File: config.mk
export PLATFORM = sky130hd
export DESIGN_NAME = tpu_job_scheduler
export DESIGN_NICKNAME = d
export VERILOG_FILES = /design/src/rtl/tpu_sched_pkg.sv /design/src/rtl/tpu_rr_arbiter.sv /design/src/rtl/tpu_job_scheduler.sv
export SDC_FILE = /design/constraint.sdc
export NUM_CORES = 1
export LEC_CHECK = 0
export ABC_CLOCK_PERIOD_IN_PS = 2700
export CORE_MARGIN = 2
export CORE_UTILIZATION = 41
export CTS_CLUSTER_SIZE = 28
export DETAILED_ROUTE_END_ITERATION = 8
export HOLD_SLACK_MARGIN = 0.03
export PLACE_DENSITY = 0.81
export SLEW_MARGIN = 15
export SYNTH_ARGS = -nofsm -noshare
export SYNTH_HDL_FRONTEND = slang
export SYNTH_HIERARCHICAL = 1
export SYNTH_SLANG_ARGS = --single-unit
File: constraint.sdc
create_clock -name clk -period 2.7 [get_ports clk]
set_input_delay 0.54 -clock clk [delete_from_list [all_inputs] [get_ports clk]]
set_output_delay 0.54 -clock clk [all_outputs]
set_load 0.005 [all_outputs]
File: src/rtl/tpu_sched_pkg.sv
// Shared types and constants for the TPU job scheduler.
package tpu_sched_pkg;

  typedef enum logic [2:0] {
    S_IDLE    = 3'd0,
    S_LOAD    = 3'd1,
    S_CLEAR   = 3'd2,
    S_COMPUTE = 3'd3,
    S_DRAIN   = 3'd4,
    S_DONE    = 3'd5
  } sched_state_e;

  localparam int BYTES_PER_JOB = 8;
  localparam int ADDR_W        = 3;
  localparam logic [ADDR_W-1:0] LAST_ADDR = ADDR_W'(BYTES_PER_JOB - 1);

  // Per-requester slice of req_cfg is {activation, transpose}
  localparam int CFG_W          = 2;
  localparam int CFG_TRANSPOSE  = 0;
  localparam int CFG_ACTIVATION = 1;

endpackage

File: src/rtl/tpu_rr_arbiter.sv
// Round-robin pick among requesters, starting strictly after the last winner.
module tpu_rr_arbiter
  import tpu_sched_pkg::*;
#(
  parameter int NREQ = 2,
  localparam int IDX_W = $clog2(NREQ)
) (
  input  logic             clk,
  input  logic             rst_n,
  input  logic [NREQ-1:0]  req,
  input  logic             upd,
  input  logic [IDX_W-1:0] upd_idx,
  output logic [NREQ-1:0]  pick,
  output logic [IDX_W-1:0] pick_idx
);

  logic [IDX_W-1:0] last_idx;
  logic [IDX_W-1:0] cand;
  logic             found;

  always_ff @(posedge clk or negedge rst_n) begin
    if (!rst_n)   last_idx <= IDX_W'(NREQ - 1);
    else if (upd) last_idx <= upd_idx;
  end

  always_comb begin
    pick     = '0;
    pick_idx = '0;
    cand     = '0;
    found    = 1'b0;
    for (int i = 1; i <= NREQ; i++) begin
      cand = IDX_W'((int'(last_idx) + i) % NREQ);
      if (!found && req[cand]) begin
        found      = 1'b1;
        pick[cand] = 1'b1;
        pick_idx   = cand;
      end
    end
  end

endmodule

File: src/rtl/tpu_job_scheduler.sv
// Job sequencer for the shared 2x2 systolic array: arbitrate, load, clear, compute, drain.
// Optional load-stall watchdog enabled by defining SCHED_TIMEOUT_EN.
module tpu_job_scheduler
  import tpu_sched_pkg::*;
#(
  parameter int NREQ           = 2,
  parameter int COMPUTE_CYCLES = 6,
  parameter int TIMEOUT        = 255
) (
  input  logic                   clk,
  input  logic                   rst_n,
  input  logic [NREQ-1:0]        req,
  input  logic [CFG_W*NREQ-1:0]  req_cfg,
  output logic [NREQ-1:0]        grant,
  input  logic                   in_valid,
  input  logic [7:0]             in_data,
  output logic                   in_ready,
  output logic                   load_en,
  output logic [ADDR_W-1:0]      mem_addr,
  output logic [7:0]             mem_data,
  output logic                   mmu_clear,
  output logic                   mmu_transpose,
  output logic                   mmu_activation,
  input  logic [7:0]             res_data,
  output logic                   out_valid,
  output logic [7:0]             out_data,
  input  logic                   out_ready,
  output logic                   done,
  output logic                   err
);

  localparam int IDX_W = $clog2(NREQ);
  localparam int CW    = $clog2(COMPUTE_CYCLES + 1);

  sched_state_e      state, state_nxt;
  logic [ADDR_W-1:0] count;
  logic [CW-1:0]     comp_cnt;
  logic [IDX_W-1:0]  owner;
  logic [NREQ-1:0]   pick;
  logic [IDX_W-1:0]  pick_idx;
  logic [CFG_W-1:0]  pick_cfg;
  logic              accept, drain_hs, abort;

  assign accept   = (state == S_LOAD) && in_valid;
  assign drain_hs = (state == S_DRAIN) && out_ready;

`ifdef SCHED_TIMEOUT_EN
  localparam int TW = $clog2(TIMEOUT + 1);
  logic [TW-1:0] stall_cnt;

  // Down-counter reloads on every accepted byte; terminal count aborts the job
  always_ff @(posedge clk or negedge rst_n) begin
    if (!rst_n)                             stall_cnt <= TW'(TIMEOUT - 1);
    else if (state != S_LOAD || in_valid)   stall_cnt <= TW'(TIMEOUT - 1);
    else if (stall_cnt != '0)               stall_cnt <= stall_cnt - 1'b1;
  end

  assign abort = (state == S_LOAD) && !in_valid && (stall_cnt == '0);
  assign err   = abort;
`else
  assign abort = 1'b0;
  assign err   = 1'b0;
`endif

  tpu_rr_arbiter #(.NREQ(NREQ)) u_arb (
    .clk      (clk),
    .rst_n    (rst_n),
    .req      (req),
    .upd      ((state == S_DONE) || abort),
    .upd_idx  (owner),
    .pick     (pick),
    .pick_idx (pick_idx)
  );

  always_comb begin
    pick_cfg = '0;
    for (int i = 0; i < NREQ; i++)
      if (pick[i]) pick_cfg = req_cfg[i*CFG_W +: CFG_W];
  end

  always_ff @(posedge clk or negedge rst_n) begin
    if (!rst_n) state <= S_IDLE;
    else        state <= state_nxt;
  end

  always_comb begin
    state_nxt = state;
    case (state)
      S_IDLE:    if (|req) state_nxt = S_LOAD;
      S_LOAD: begin
        if (abort)                                state_nxt = S_IDLE;
        else if (accept && count == LAST_ADDR)    state_nxt = S_CLEAR;
      end
      S_CLEAR:   state_nxt = S_COMPUTE;
      S_COMPUTE: if (comp_cnt == '0) state_nxt = S_DRAIN;
      S_DRAIN:   if (drain_hs && count == LAST_ADDR) state_nxt = S_DONE;
      S_DONE:    state_nxt = S_IDLE;
      default:   state_nxt = S_IDLE;
    endcase
  end

  // count wraps 7->0 exactly on the phase-ending handshake
  always_ff @(posedge clk or negedge rst_n) begin
    if (!rst_n) begin
      count          <= '0;
      comp_cnt       <= '0;
      grant          <= '0;
      owner          <= '0;
      mmu_transpose  <= 1'b0;
      mmu_activation <= 1'b0;
    end else begin
      case (state)
        S_IDLE: if (|req) begin
          grant          <= pick;
          owner          <= pick_idx;
          mmu_transpose  <= pick_cfg[CFG_TRANSPOSE];
          mmu_activation <= pick_cfg[CFG_ACTIVATION];
          count          <= '0;
        end
        S_LOAD: begin
          if (abort) begin
            grant <= '0;
            count <= '0;
          end else if (accept) begin
            count <= count + 1'b1;
          end
        end
        S_CLEAR:   comp_cnt <= CW'(COMPUTE_CYCLES - 1);
        S_COMPUTE: if (comp_cnt != '0) comp_cnt <= comp_cnt - 1'b1;
        S_DRAIN:   if (out_ready) count <= count + 1'b1;
        S_DONE:    grant <= '0;
        default:   ;
      endcase
    end
  end

  always_comb begin
    in_ready  = 1'b0;
    load_en   = 1'b0;
    mmu_clear = 1'b0;
    out_valid = 1'b0;
    done      = 1'b0;
    case (state)
      S_LOAD: begin
        in_ready = 1'b1;
        load_en  = in_valid;
      end
      S_CLEAR: mmu_clear = 1'b1;
      S_DRAIN: out_valid = 1'b1;
      S_DONE:  done      = 1'b1;
      default: ;
    endcase
  end

  assign mem_addr = count;
  assign mem_data = in_data;
  assign out_data = res_data;

endmodule
# Word level (Yosys, flattened, before mapping)
# Index checks and enable logic that the tools add are counted.
# op_classes
shifts,0
n_reduce_logical,20
n_eq_ne,13
add_sub_neg,4
n_lt_le_gt_ge,4
mul,0
mux,33
div,0
n_bitwise,1
# ops
operator,n
2-to-1 mux 3 bit,8
one-hot mux 3 bit (5 select lines),1
2-to-1 mux 1 bit,14
2-to-1 mux 2 bit,5
"!= test 2 bit, second input constant",5
"equality test 3 bit, second input constant",3
one-hot mux 3 bit (3 select lines),1
AND reduction 4 bit,2
logical AND 1 bit,7
"equality test 3 x 2 -> 1 bit, second input constant",2
logical NOT 3 bit,2
one-hot mux 3 bit (2 select lines),1
AND reduction 2 bit,3
nonzero test 3 bit,2
"< comparator 1 x 2 -> 1 bit, second input constant",2
"!= test 2 x 1 -> 1 bit, second input constant",2
one-hot mux 2 bit (2 select lines),1
nonzero test 2 bit,2
"adder 3 x 1 -> 3 bit, second input constant",1
"equality test 3 x 1 -> 1 bit, second input constant",1
"subtractor 3 x 1 -> 3 bit, second input constant",1
"adder 1 bit, second input constant",2
demux 1 bit (select 1 bit),2
">= comparator 1 bit, second input constant",2
other kinds (3),3
# word_totals
n_memories,0
in_bits,26
reg_bits,15
latchBits,0
romBits,0
output_inout_bits,29
wordCells,83
mem_bits_rw,0

# Depth between registers and ports, before layout
# Gate-level depths: netlist (run 1).
# depth
ltp_word,10
depth_mapped,6
ltp_nobuf,6

# Hierarchy
# The synthesis (run 1) kept the hierarchy.
# modules_own_cells
mod,instances,cells_per_inst,seq_area_each_um2,area_per_inst_um2
tpu_job_scheduler,1,103,350.3,947.2
tpu_rr_arbiter,1,7,26.3,68.8

# Least setup slack after synthesis (run 1)
# No wires, ideal clock.
# synth_timing
kind,register to output
startpoint,register state[0]
endpoint,output done
path_buffers,1
arrival_time_ps,993
t_required_ps,2160
path_slack_ps,1167
path_stages_with_launch,5
path_cell_list,dfrtp_1 -> buf_2 -> inv_1 -> nor2_1 -> and2_1
# synth_between
elab_chain_cells,2
# synth_lines
item,line,text
"start, declared",tpu_job_scheduler.sv:35,"sched_state_e state, state_nxt;"
"start signal, assigned",tpu_job_scheduler.sv:83,else state <= state_nxt;
equality test 3 bit,tpu_job_scheduler.sv:143,case (state)
2-to-1 mux 1 bit,tpu_job_scheduler.sv:143,
"end, declared",tpu_job_scheduler.sv:28,"output logic done,"
# Every way passes these cells.

# Worst setup path after layout (run 1)
# layout_timing
startpoint,register state[1]
endpoint,output done
# The elaborated chain is that of the path after synthesis.

==> reports/summary.log, run 1 <==
INFO  global_routing grtUsageTotal=0.151
INFO  setup_path     arrival=1.84ns
INFO  synth          post_synth_instance_area=1020um2
INFO  pwr            static-leakage-power=0.494nW
INFO  detailed_routing drt-total-wl=1970um
INFO  setup_path     worst-endpoint-required=2.16ns
INFO  floorplanning  row_count=18
INFO  outcome        status=finished, final reports clean
INFO  detailed_routing first_pass_iteration_count_of_the_detailed_router=4
INFO  clock_tree     cts-hold-fix-buffers=0
INFO  cells_and_area stdcell_area=1150um2
INFO  placement      detailed_place.area=1120um2
INFO  global_routing globalRoute.totalOverflow=0
INFO  sta            finalClockSkew=0.00980ns
INFO  synth          synth-seq-area-share=0.371
INFO  clock_tree     tritoncts=yes
INFO  detailed_routing postRouteAntennaNets=0
INFO  detailed_routing via_per_inst=5.28
INFO  setup_path     critical_path.max_fanout=12
INFO  synth          yosys_top_cell_by_area=sky130_fd_sc_hd__dfrtp_1
INFO  sta            final.setup.tns=0ns
INFO  clock_tree     cts.sink_count=15
INFO  synth          ys_warn_count=6
INFO  sta            worst_relative_slew_slack=0.538
INFO  cells_and_area layout_commonest_cell=sky130_fd_sc_hd__clkdlybuf4s50_1
INFO  placement      place_hpwl=1530um
INFO  clock_tree     cts_repair_resize_count=0
INFO  clock_tree     cts_root_buf=sky130_fd_sc_hd__clkbuf_4
INFO  setup_path     endpoint_kind=output pin
INFO  global_routing grt_pass1_vias=737
INFO  synth          nets_in_the_synthesized_netlist=140
INFO  floorplanning  die-area=2890um2
INFO  sta            setup_viol_count_final=0
INFO  detailed_routing drtIter0Drc=9
INFO  cells_and_area synthToLayoutAreaGrowth=13.2%
INFO  job            drv_cap=0
INFO  global_routing antenna_found_initial=0
INFO  cells_and_area drive_gt1_frac=0.121
INFO  floorplanning  dieWidth=53.8um
INFO  synth          ys_ff_latch=15
INFO  pwr            vdd_drop_max=0.617mV
INFO  synth          synth_enable_flop_cells=0
INFO  worst_hold_path timing.hold.worst.class=flip-flop to flip-flop
INFO  clock_tree     clockBufferDepth=2
INFO  sta            fmaxAchievable=421MHz
INFO  clock_tree     clk_pin_slew=0.10ns
INFO  sta            worst_pin_slew=0.691ns
INFO  sta            report.final.slew_viol_count=0
INFO  sta            period_share=0.880
INFO  placement      placed_cells=142
INFO  cells_and_area fin_util=0.477
INFO  clock_tree     tritoncts.num_buffers=3
INFO  synth          synth_cell_type_count=37
INFO  cells_and_area layout.cells.non_filler=146
INFO  floorplanning  die_h=53.8um
INFO  cells_and_area finish.net_count=147
INFO  placement      gp_congestion=0.789
INFO  setup_path     cp-start-kind=flip-flop
INFO  floorplanning  core_area=2410um2
INFO  synth          synth_area_leaders=sky130_fd_sc_hd__dfrtp_1 34%, sky130_fd_sc_hd__buf_4 13%, sky130_fd_sc_hd__ha_1 4.9%
INFO  clock_tree     clk-insertion-delay-late=0.29ns
INFO  global_routing grt_first_pass_wirelength=3130um
INFO  synth          synth.top_cell.area_share=0.345
INFO  pwr            pwr_density_cell=1010nW/um2
INFO  detailed_routing wl_per_cell=13.5um
INFO  cells_and_area layout.cells.most_common_list=21 x sky130_fd_sc_hd__clkdlybuf4s50_1, 14 x sky130_fd_sc_hd__dfrtp_1, 11 x sky130_fd_sc_hd__nor2_1
INFO  setup_path     setup.worst_path.class=flip-flop to output pin
INFO  synth          synthesized_area_per_cell=9.24um2
INFO  synth          synthFlopType=sky130_fd_sc_hd__dfrtp_1
INFO  clock_tree     cts.repair_timing.setup_buffer_count=0
INFO  sta            report.final.hold_viol_count=0
INFO  placement      io_buffer_count=21
INFO  clock_tree     number_of_h_tree_levels=1
INFO  sta            rsz0062_at_grt=no
INFO  synth          syn-instance-count=110
INFO  sta            min_period=2.38ns
INFO  detailed_routing drc=0
INFO  cells_and_area diodes=0
INFO  synth          synth-async-reset-ratio=1.00
INFO  global_routing grt_start_max_net_pins=16
INFO  floorplanning  ioPinCount=55
INFO  detailed_routing vias=771
INFO  floorplanning  start_util=0.422
state kept, by name (all words and copies together) (netlist names):
signal	cells
u_arb/last_idx	1
mmu_transpose	1
mem_addr	3
owner	1
grant	2
state	3
mmu_activation	1
comp_cnt	3
logic make-up (layout without fill, tap and decap cells):
group	count (synthesis)	count (layout)	synth area share
other	1	1	0.00369
muxes	6	6	0.0653
and+or+nand+nor	35	35	0.181
xor gates and xnor gates	1	1	0.00862
AOI/OAI and AO/OA	20	20	0.145
buffers and inverters	28	34	0.176
adders and majority gates	4	4	0.0493
DFF	15	15	0.371
worst max-delay path: stages (launching register included):
cell	delay [ns]
sky130_fd_sc_hd__dfrtp_1	0.55
sky130_fd_sc_hd__nor2_1	0.21
sky130_fd_sc_hd__and2_1	0.25
sky130_fd_sc_hd__clkdlybuf4s50_1	0.54
cell usage after synthesis (2+ instances only):
cell type	number
sky130_fd_sc_hd__nand2b_1	2
sky130_fd_sc_hd__dfrtp_1	14
sky130_fd_sc_hd__a21oi_1	4
sky130_fd_sc_hd__nand2_1	10
sky130_fd_sc_hd__a22o_1	2
sky130_fd_sc_hd__inv_1	7
sky130_fd_sc_hd__a21boi_1	2
sky130_fd_sc_hd__nor3_1	3
sky130_fd_sc_hd__nor2_1	11
sky130_fd_sc_hd__nor2b_1	2
sky130_fd_sc_hd__buf_4	17
sky130_fd_sc_hd__and2_1	2
sky130_fd_sc_hd__o21ai_0	2
sky130_fd_sc_hd__o22ai_1	2
sky130_fd_sc_hd__buf_2	2
sky130_fd_sc_hd__mux2i_1	4
sky130_fd_sc_hd__ha_1	4
final cells by class:
cell class | count | area [um2]
fillers | 231 | 1260
multi-input cells | 67 | 460
flip-flops and latches | 15 | 377
repair buffers | 22 | 218
well taps | 30 | 37.5
inverters | 8 | 30.0
clock buffers | 3 | 22.5
clock inverters | 1 | 5.00
path summary, 6_finish.rpt:
path | cells past startpoint | slack, ns | endpoint | startpoint
setup / recovery | 3 | 0.32 | done | state[1]
hold / removal | 2 | 0.48 | u_arb/last_idx | owner
setup reg to reg | 4 | 0.95 | mem_addr[0] | state[2]
hold reg to reg | 2 | 0.48 | u_arb/last_idx | owner
max in group asynchronous | 1 | 1.60 | comp_cnt[1] | rst_n
min in group asynchronous | 1 | 0.66 | state[0] | rst_n
metal layers:
| layer | track usage | wire length (um) | vias to the layer above |
|---|---|---|---|
| met2 | 0.246 | 936 | 29 |
| met5 | 0 | 0 | - |
| met1 | 0.181 | 823 | 373 |
| met4 | 0.0726 | 17 | 0 |
| li1 | - | - | 367 |
| met3 | 0.0444 | 190 | 2 |
stage by stage:
step / hold WS, ns / total power (W) / worst slack, ns
global placement: 0.451 / 0.00100 / 0.459
global route: 0.526 / 0.00127 / 0.231
finish: 0.481 / 0.00116 / 0.325
detailed placement: 0.466 / 0.00104 / 0.449
floorplan: 0.244 / 0.000815 / 1.17
CTS: 0.487 / 0.00117 / 0.310
power by group:
part | switching (W) | internal [W]
sequential | 0.0000896 | 0.000331
combinational | 0.000275 | 0.000334
clock | 0.0000757 | 0.0000551
Note: power is estimated with default switching activity, not from simulation.
==> run 2, diff against run 1 <==
Settings changed: PLACE_DENSITY 0.81 to unset, PLACE_DENSITY_LB_ADDON set to 0.12, SLEW_MARGIN 15 to unset.
==> run 2 against run 1 <==
Sequential power barely moved. Clock power fell by 6%. Final cell count did not move. Flip-flop and latch count is the same. Worst hold slack got worse by 0.0055 ns. Register-to-register slack improved by 0.04 ns. Combinational power down 3%. Critical endpoint unchanged. Largest power group unchanged. Highest routed layer unchanged.
==> reports/summary.log, run 2 (synthesis gave the netlist of run 1 again) <==
INFO  sta            worst_relative_slew_slack=0.547 [+0.00943]
INFO  clock_tree     clk_pin_slew=0.08ns [-0.02 ns]
INFO  sta            whs=0.476ns [-0.00550 ns]
INFO  global_routing globalRoute.totalOverflow=0 [unchanged]
INFO  sta            worst_pin_slew=0.677ns [-0.0141 ns]
INFO  sta            setup_viol_count_final=0 [unchanged]
INFO  placement      detailed_place.area=1120um2 [unchanged]
INFO  floorplanning  start_util=0.422 [unchanged]
INFO  pwr            vdd_drop_max=0.525mV [-15%]
INFO  floorplanning  die_h=53.8um [unchanged]
INFO  clock_tree     cts.sink_count=15 [unchanged]
INFO  sta            fmaxAchievable=423MHz [+0.36%]
INFO  sta            report.final.slew_viol_count=0 [unchanged]
INFO  setup_path     crit_path_top_delay_cell=sky130_fd_sc_hd__dfrtp_1
INFO  detailed_routing drt-total-wl=1770um [-10%]
INFO  clock_tree     number_of_h_tree_levels=1 [unchanged]
INFO  placement      io_buffer_count=21 [unchanged]
INFO  sta            rsz0062_at_grt=no
INFO  setup_path     worst_r2r_path_depth=4 [unchanged]
INFO  setup_path     critical_path.max_fanout=12 [unchanged]
INFO  clock_tree     cts_root_buf=sky130_fd_sc_hd__clkbuf_4
INFO  clock_tree     tritoncts.num_buffers=3 [unchanged]
INFO  cells_and_area synthToLayoutAreaGrowth=13.1%
INFO  cells_and_area diodes=0 [unchanged]
INFO  sta            min_period=2.37ns [-0.00862 ns]
INFO  clock_tree     clk-insertion-delay-late=0.28ns [about the same]
INFO  cells_and_area filler_cell_count=234 [+1.3%]
INFO  global_routing grt_start_max_net_pins=16 [unchanged]
INFO  pwr            pwr_density_cell=987nW/um2 [-2.2%]
INFO  setup_path     slowest_delay=0.54ns [about the same]
INFO  setup_path     arrival=1.83ns [about the same]
INFO  detailed_routing first_pass_iteration_count_of_the_detailed_router=4 [unchanged]
INFO  cells_and_area drive_gt1_frac=0.112 [-0.00862]
INFO  sta            period_share=0.876 [-0.00319]
INFO  job            drv_cap=0 [unchanged]
INFO  detailed_routing vias=709 [-8.0%]
INFO  outcome        status=finished, final reports clean
INFO  pwr            static-leakage-power=0.491nW [-0.55%]
INFO  floorplanning  die-area=2890um2 [unchanged]
INFO  clock_tree     cts.repair_timing.setup_buffer_count=0 [unchanged]
INFO  setup_path     cp-start-kind=flip-flop
INFO  cells_and_area layout.cells.most_common_list=21 x sky130_fd_sc_hd__clkdlybuf4s50_1, 14 x sky130_fd_sc_hd__dfrtp_1, 11 x sky130_fd_sc_hd__nor2_1
INFO  clock_tree     clockBufferDepth=2 [unchanged]
INFO  global_routing grt_pass1_vias=640 [-13%]
INFO  detailed_routing drtIter0Drc=10 [+1]
INFO  sta            report.final.hold_viol_count=0 [unchanged]
INFO  placement      place_hpwl=1360um [-11%]
INFO  worst_hold_path timing.hold.worst.class=flip-flop to flip-flop
INFO  placement      gp_congestion=0.776 [-1.7%]
INFO  global_routing grtUsageTotal=0.135 [-0.0157]
INFO  cells_and_area finish.net_count=147 [unchanged]
INFO  cells_and_area layout_commonest_cell=sky130_fd_sc_hd__clkdlybuf4s50_1
INFO  setup_path     setup.worst_path.class=flip-flop to output pin
INFO  detailed_routing wl_per_cell=12.1um [-10%]
INFO  cells_and_area final-seq-area=377um2 [unchanged]
INFO  floorplanning  row_count=18 [unchanged]
INFO  detailed_routing drc=0 [unchanged]
INFO  placement      preCtsSetupSlack=0.442ns [-0.00725 ns]
INFO  setup_path     cp_cell_sequence=nor2_1, and2_1, clkdlybuf4s50_1
INFO  detailed_routing via_per_inst=4.86 [-8.0%]
INFO  cells_and_area multi_input_area=460um2 [unchanged]
INFO  floorplanning  dieWidth=53.8um [unchanged]
INFO  sta            layout_setup_ws=0.334ns [+0.00863 ns]
INFO  floorplanning  ioPinCount=55 [unchanged]
INFO  worst_hold_path hold_path_cell_cnt=2 [unchanged]
INFO  setup_path     endpoint_kind=output pin
INFO  clock_tree     cts-hold-fix-buffers=0 [unchanged]
INFO  global_routing grt_first_pass_wirelength=2850um [-8.8%]
INFO  detailed_routing postRouteAntennaNets=0 [unchanged]
INFO  sta            finalClockSkew=0.00155ns [-0.00825 ns]
INFO  cells_and_area stdcell_area=1150um2 [-0.11%]
INFO  global_routing antenna_found_initial=0 [unchanged]
INFO  clock_tree     cts_repair_resize_count=0 [unchanged]
INFO  sta            final.setup.tns=0ns [unchanged]
INFO  setup_path     worst-endpoint-required=2.16ns [about the same]
INFO  floorplanning  core_area=2410um2 [unchanged]
INFO  clock_tree     tritoncts=yes
run 2: changes by cell type in the layout (fill, tap and decap cells not counted), sizes merged:
cell,change
clkbuf,+1
clkinv,-1
run 2: through the flow:
stage           util  total power [W]  instances
2_1_floorplan      -         0.000815        110
3_3_place_gp   0.466          0.00101        142
3_5_place_dp   0.466          0.00102        142
4_1_cts        0.477          0.00115        146
5_1_grt        0.477          0.00126        146
6_report       0.477          0.00113        146
run 2: where the power goes:
part	internal (W)	switching (W)	total [W]
registers	0.000331	0.0000866	0.000418
clock network	0.0000573	0.0000659	0.000123
logic	0.000333	0.000260	0.000593
run 2: per-layer routing:
| layer | vias up | part of all wire | track usage |
|---|---|---|---|
| met4 | 0 | 0.025 | 0.0513 |
| met5 | - | 0 | 0 |
| met1 | 306 | 0.46 | 0.176 |
| li1 | 367 | - | - |
| met3 | 10 | 0.094 | 0.0528 |
| met2 | 26 | 0.42 | 0.201 |
run 2: final timing paths:
check / startpoint / endpoint / slack, ns
worst max-delay path: state[1] / done / 0.33
worst min register to register: owner / u_arb/last_idx / 0.48
max in group asynchronous: rst_n / mem_addr[1] / 1.60
worst max register to register: state[2] / mem_addr[0] / 0.99
min in group asynchronous: rst_n / comp_cnt[2] / 0.67
worst min-delay path: owner / u_arb/last_idx / 0.48
run 2: final cells by class:
type / instances / share of cell area
Inverter: 8 / 0.0261
Tap cell: 30 / 0.0327
Multi-Input combinational cell: 67 / 0.401
Clock buffer: 4 / 0.0229
Timing Repair Buffer: 22 / 0.190
Sequential cell: 15 / 0.328
run 2: worst max-delay path, delay by kind of cell, from the launching register on:
family	cells	cell delay [ns]
flops	1	0.54
buf+inv	1	0.53
simple gates	2	0.48
==> run 3, diff against run 2 <==
Settings changed: CORE_ASPECT_RATIO set to 0.6.
==> run 3 against run 2 <==
Flip-flop and latch count stayed put. Via count increased by 6.2%. Utilization grew 4.0 points. Clock power grew 50%. Non-clock buffer count unchanged. Worst setup slack gained 0.047 ns. Critical path type unchanged. Clock skew up 0.0012 ns. Largest power group unchanged. Combinational power is 3.7% higher. Power grew 7.8%. Routed wire length is 15% higher. First-iteration DRC count grew to 4.2 times the previous value. Sequential share of layout area down 0.56 points.
==> reports/summary.log, run 3 (synthesis gave the netlist of run 1 again) <==
INFO  worst_hold_path hold_path_cell_cnt=2 [unchanged]
INFO  sta            rsz0062_at_grt=no
INFO  pwr            pwr_density_cell=1050nW/um2 [+5.9%]
INFO  cells_and_area diodes=0 [unchanged]
INFO  floorplanning  start_util=0.449 [+0.0278]
INFO  detailed_routing drt-total-wl=2030um [+15%]
INFO  pwr            vdd_drop_max=0.521mV [-0.80%]
INFO  cells_and_area fin_util=0.517 [+0.0402]
INFO  floorplanning  dieWidth=68.3um [+27%]
INFO  sta            fmaxAchievable=431MHz [+2.0%]
INFO  detailed_routing first_pass_iteration_count_of_the_detailed_router=4 [unchanged]
INFO  pwr            comb_power_share=0.503 [-0.020]
INFO  pwr            register_share_of_total_power=0.345 [-0.023]
INFO  cells_and_area filler_cell_count=208 [-11%]
INFO  floorplanning  die-area=2910um2 [+0.45%]
INFO  cells_and_area drive_gt1_frac=0.121 [+0.00862]
INFO  sta            setup_viol_count_final=0 [unchanged]
INFO  sta            finalClockSkew=0.00273ns [+0.00118 ns]
INFO  pwr            power.share.clock=0.152 [+0.043]
INFO  job            drv_cap=0 [unchanged]
INFO  setup_path     setup.worst_path.class=flip-flop to output pin
INFO  clock_tree     clk_pin_slew=0.06ns [-0.02 ns]
INFO  sta            period_share=0.859 [-0.0173]
INFO  pwr            switching_share=0.369 [+0.00573]
INFO  setup_path     arrival=1.78ns [-0.05 ns]
INFO  pwr            p_switching=0.000451W [+9.5%]
INFO  pwr            static-leakage-power=0.502nW [+2.1%]
INFO  cells_and_area layout_commonest_cell=sky130_fd_sc_hd__clkdlybuf4s50_1
INFO  clock_tree     clockBufferDepth=2 [unchanged]
INFO  floorplanning  ioPinCount=55 [unchanged]
INFO  worst_hold_path timing.hold.worst.class=flip-flop to flip-flop
INFO  setup_path     critical_path.max_fanout=12 [unchanged]
INFO  setup_path     cp-start-kind=flip-flop
INFO  global_routing antenna_found_initial=0 [unchanged]
INFO  cells_and_area synthToLayoutAreaGrowth=15.0%
INFO  detailed_routing drc=0 [unchanged]
INFO  sta            worst_pin_slew=0.696ns [+0.0187 ns]
INFO  clock_tree     tritoncts.num_buffers=3 [unchanged]
INFO  placement      place_hpwl=1500um [+10%]
INFO  global_routing grt_first_pass_wirelength=3350um [+18%]
INFO  global_routing globalRoute.totalOverflow=0 [unchanged]
INFO  floorplanning  core_area=2260um2 [-6.2%]
INFO  placement      preCtsSetupSlack=0.443ns [+0.00139 ns]
INFO  sta            worst_relative_slew_slack=0.535 [-0.0125]
INFO  pwr            internal_power_contribution=0.000770W [+6.8%]
INFO  detailed_routing drtIter0Drc=42 [+32]
INFO  setup_path     worst-endpoint-required=2.16ns [about the same]
INFO  clock_tree     clk-insertion-delay-late=0.25ns [-0.03 ns]
INFO  outcome        status=finished, final reports clean
INFO  setup_path     worst_r2r_path_depth=4 [unchanged]
INFO  clock_tree     cts_repair_resize_count=0 [unchanged]
INFO  setup_path     endpoint_kind=output pin
INFO  detailed_routing wl_per_cell=13.9um [+15%]
INFO  clock_tree     cts_root_buf=sky130_fd_sc_hd__clkbuf_8
INFO  clock_tree     cts.sink_count=15 [unchanged]
INFO  cells_and_area layout.cells.most_common_list=21 x sky130_fd_sc_hd__clkdlybuf4s50_1, 14 x sky130_fd_sc_hd__dfrtp_1, 11 x sky130_fd_sc_hd__nor2_1
INFO  clock_tree     tritoncts=yes
INFO  sta            layout_setup_ws=0.380ns [+0.0468 ns]
INFO  floorplanning  row_count=13 [-5]
INFO  floorplanning  die_h=42.6um [-21%]
INFO  sta            report.final.hold_viol_count=0 [unchanged]
INFO  cells_and_area finish.net_count=147 [unchanged]
INFO  clock_tree     number_of_h_tree_levels=1 [unchanged]
INFO  sta            min_period=2.32ns [-0.0468 ns]
INFO  detailed_routing postRouteAntennaNets=0 [unchanged]
INFO  placement      gp_congestion=0.726 [-6.3%]
INFO  sta            final.setup.tns=0ns [unchanged]
INFO  pwr            post-layout-total-power=0.00122W [+7.8%]
INFO  detailed_routing via_per_inst=5.16 [+6.2%]
INFO  clock_tree     cts-hold-fix-buffers=0 [unchanged]
INFO  global_routing grtUsageTotal=0.158 [+0.0230]
INFO  global_routing grt_pass1_vias=682 [+6.6%]
INFO  detailed_routing vias=753 [+6.2%]
INFO  placement      io_buffer_count=21 [unchanged]
INFO  sta            report.final.slew_viol_count=0 [unchanged]
INFO  clock_tree     cts.repair_timing.setup_buffer_count=0 [unchanged]
INFO  global_routing grt_start_max_net_pins=16 [unchanged]
==> run 3: cell count changes in the layout (fill, tap and decap cells not counted) <==
cell                       delta
sky130_fd_sc_hd__clkbuf_8     +3
sky130_fd_sc_hd__clkbuf_1     -1
sky130_fd_sc_hd__clkinv_2     +1
sky130_fd_sc_hd__clkbuf_4     -3
==> run 3: layout make-up <==
class | instances | area (um2) | share of cell area
clock inverter | 1 | 5.00 | 0.00428
inverter | 8 | 30.0 | 0.0257
timing repair buffer | 22 | 218 | 0.186
sequential | 15 | 377 | 0.322
multi-input combinational | 67 | 460 | 0.394
clock buffer | 3 | 41.3 | 0.0353
tap | 30 | 37.5 | 0.0321
==> run 3: routing by layer <==
metal  GRT usage  vias to the layer above  share of wire
met5           0                        -              0
met4      0.0560                        0          0.019
met3      0.0645                       16          0.078
met2       0.190                       27           0.38
met1       0.244                      348           0.52
li1            -                      362              -
==> run 3: critical path: stages, from the launching register on <==
cell                              delay (ns)
sky130_fd_sc_hd__dfrtp_1                0.53
sky130_fd_sc_hd__nor2_1                 0.19
sky130_fd_sc_hd__and2_1                 0.26
sky130_fd_sc_hd__clkdlybuf4s50_1        0.55
==> run 3: final timing paths <==
check | to | from | slack, ns
min in group asynchronous | comp_cnt[1] | rst_n | 0.71
worst max register to register | mem_addr[0] | state[2] | 0.96
worst max-delay path | done | state[1] | 0.38
worst min register to register | u_arb/last_idx | owner | 0.48
max in group asynchronous | comp_cnt[2] | rst_n | 1.55
worst min-delay path | u_arb/last_idx | owner | 0.48
==> run 3: power by group through the flow <==
stage	clock network, W	registers (W)	logic [W]
finish	0.000185	0.000422	0.000615
CTS	0.000190	0.000421	0.000623
global placement	0	0.000418	0.000605
detailed placement	0	0.000423	0.000612
floorplan	0	0.000404	0.000411
global route	0.000201	0.000438	0.000694
==> run 3: stage by stage <==
step                instances  cell area, um2  hold WS, ns
finish                    146            1170        0.477
global route              146            1170        0.501
CTS                       146            1170        0.474
detailed placement        142            1120        0.455
global placement          142            1120        0.458
floorplan                 110            1020        0.244
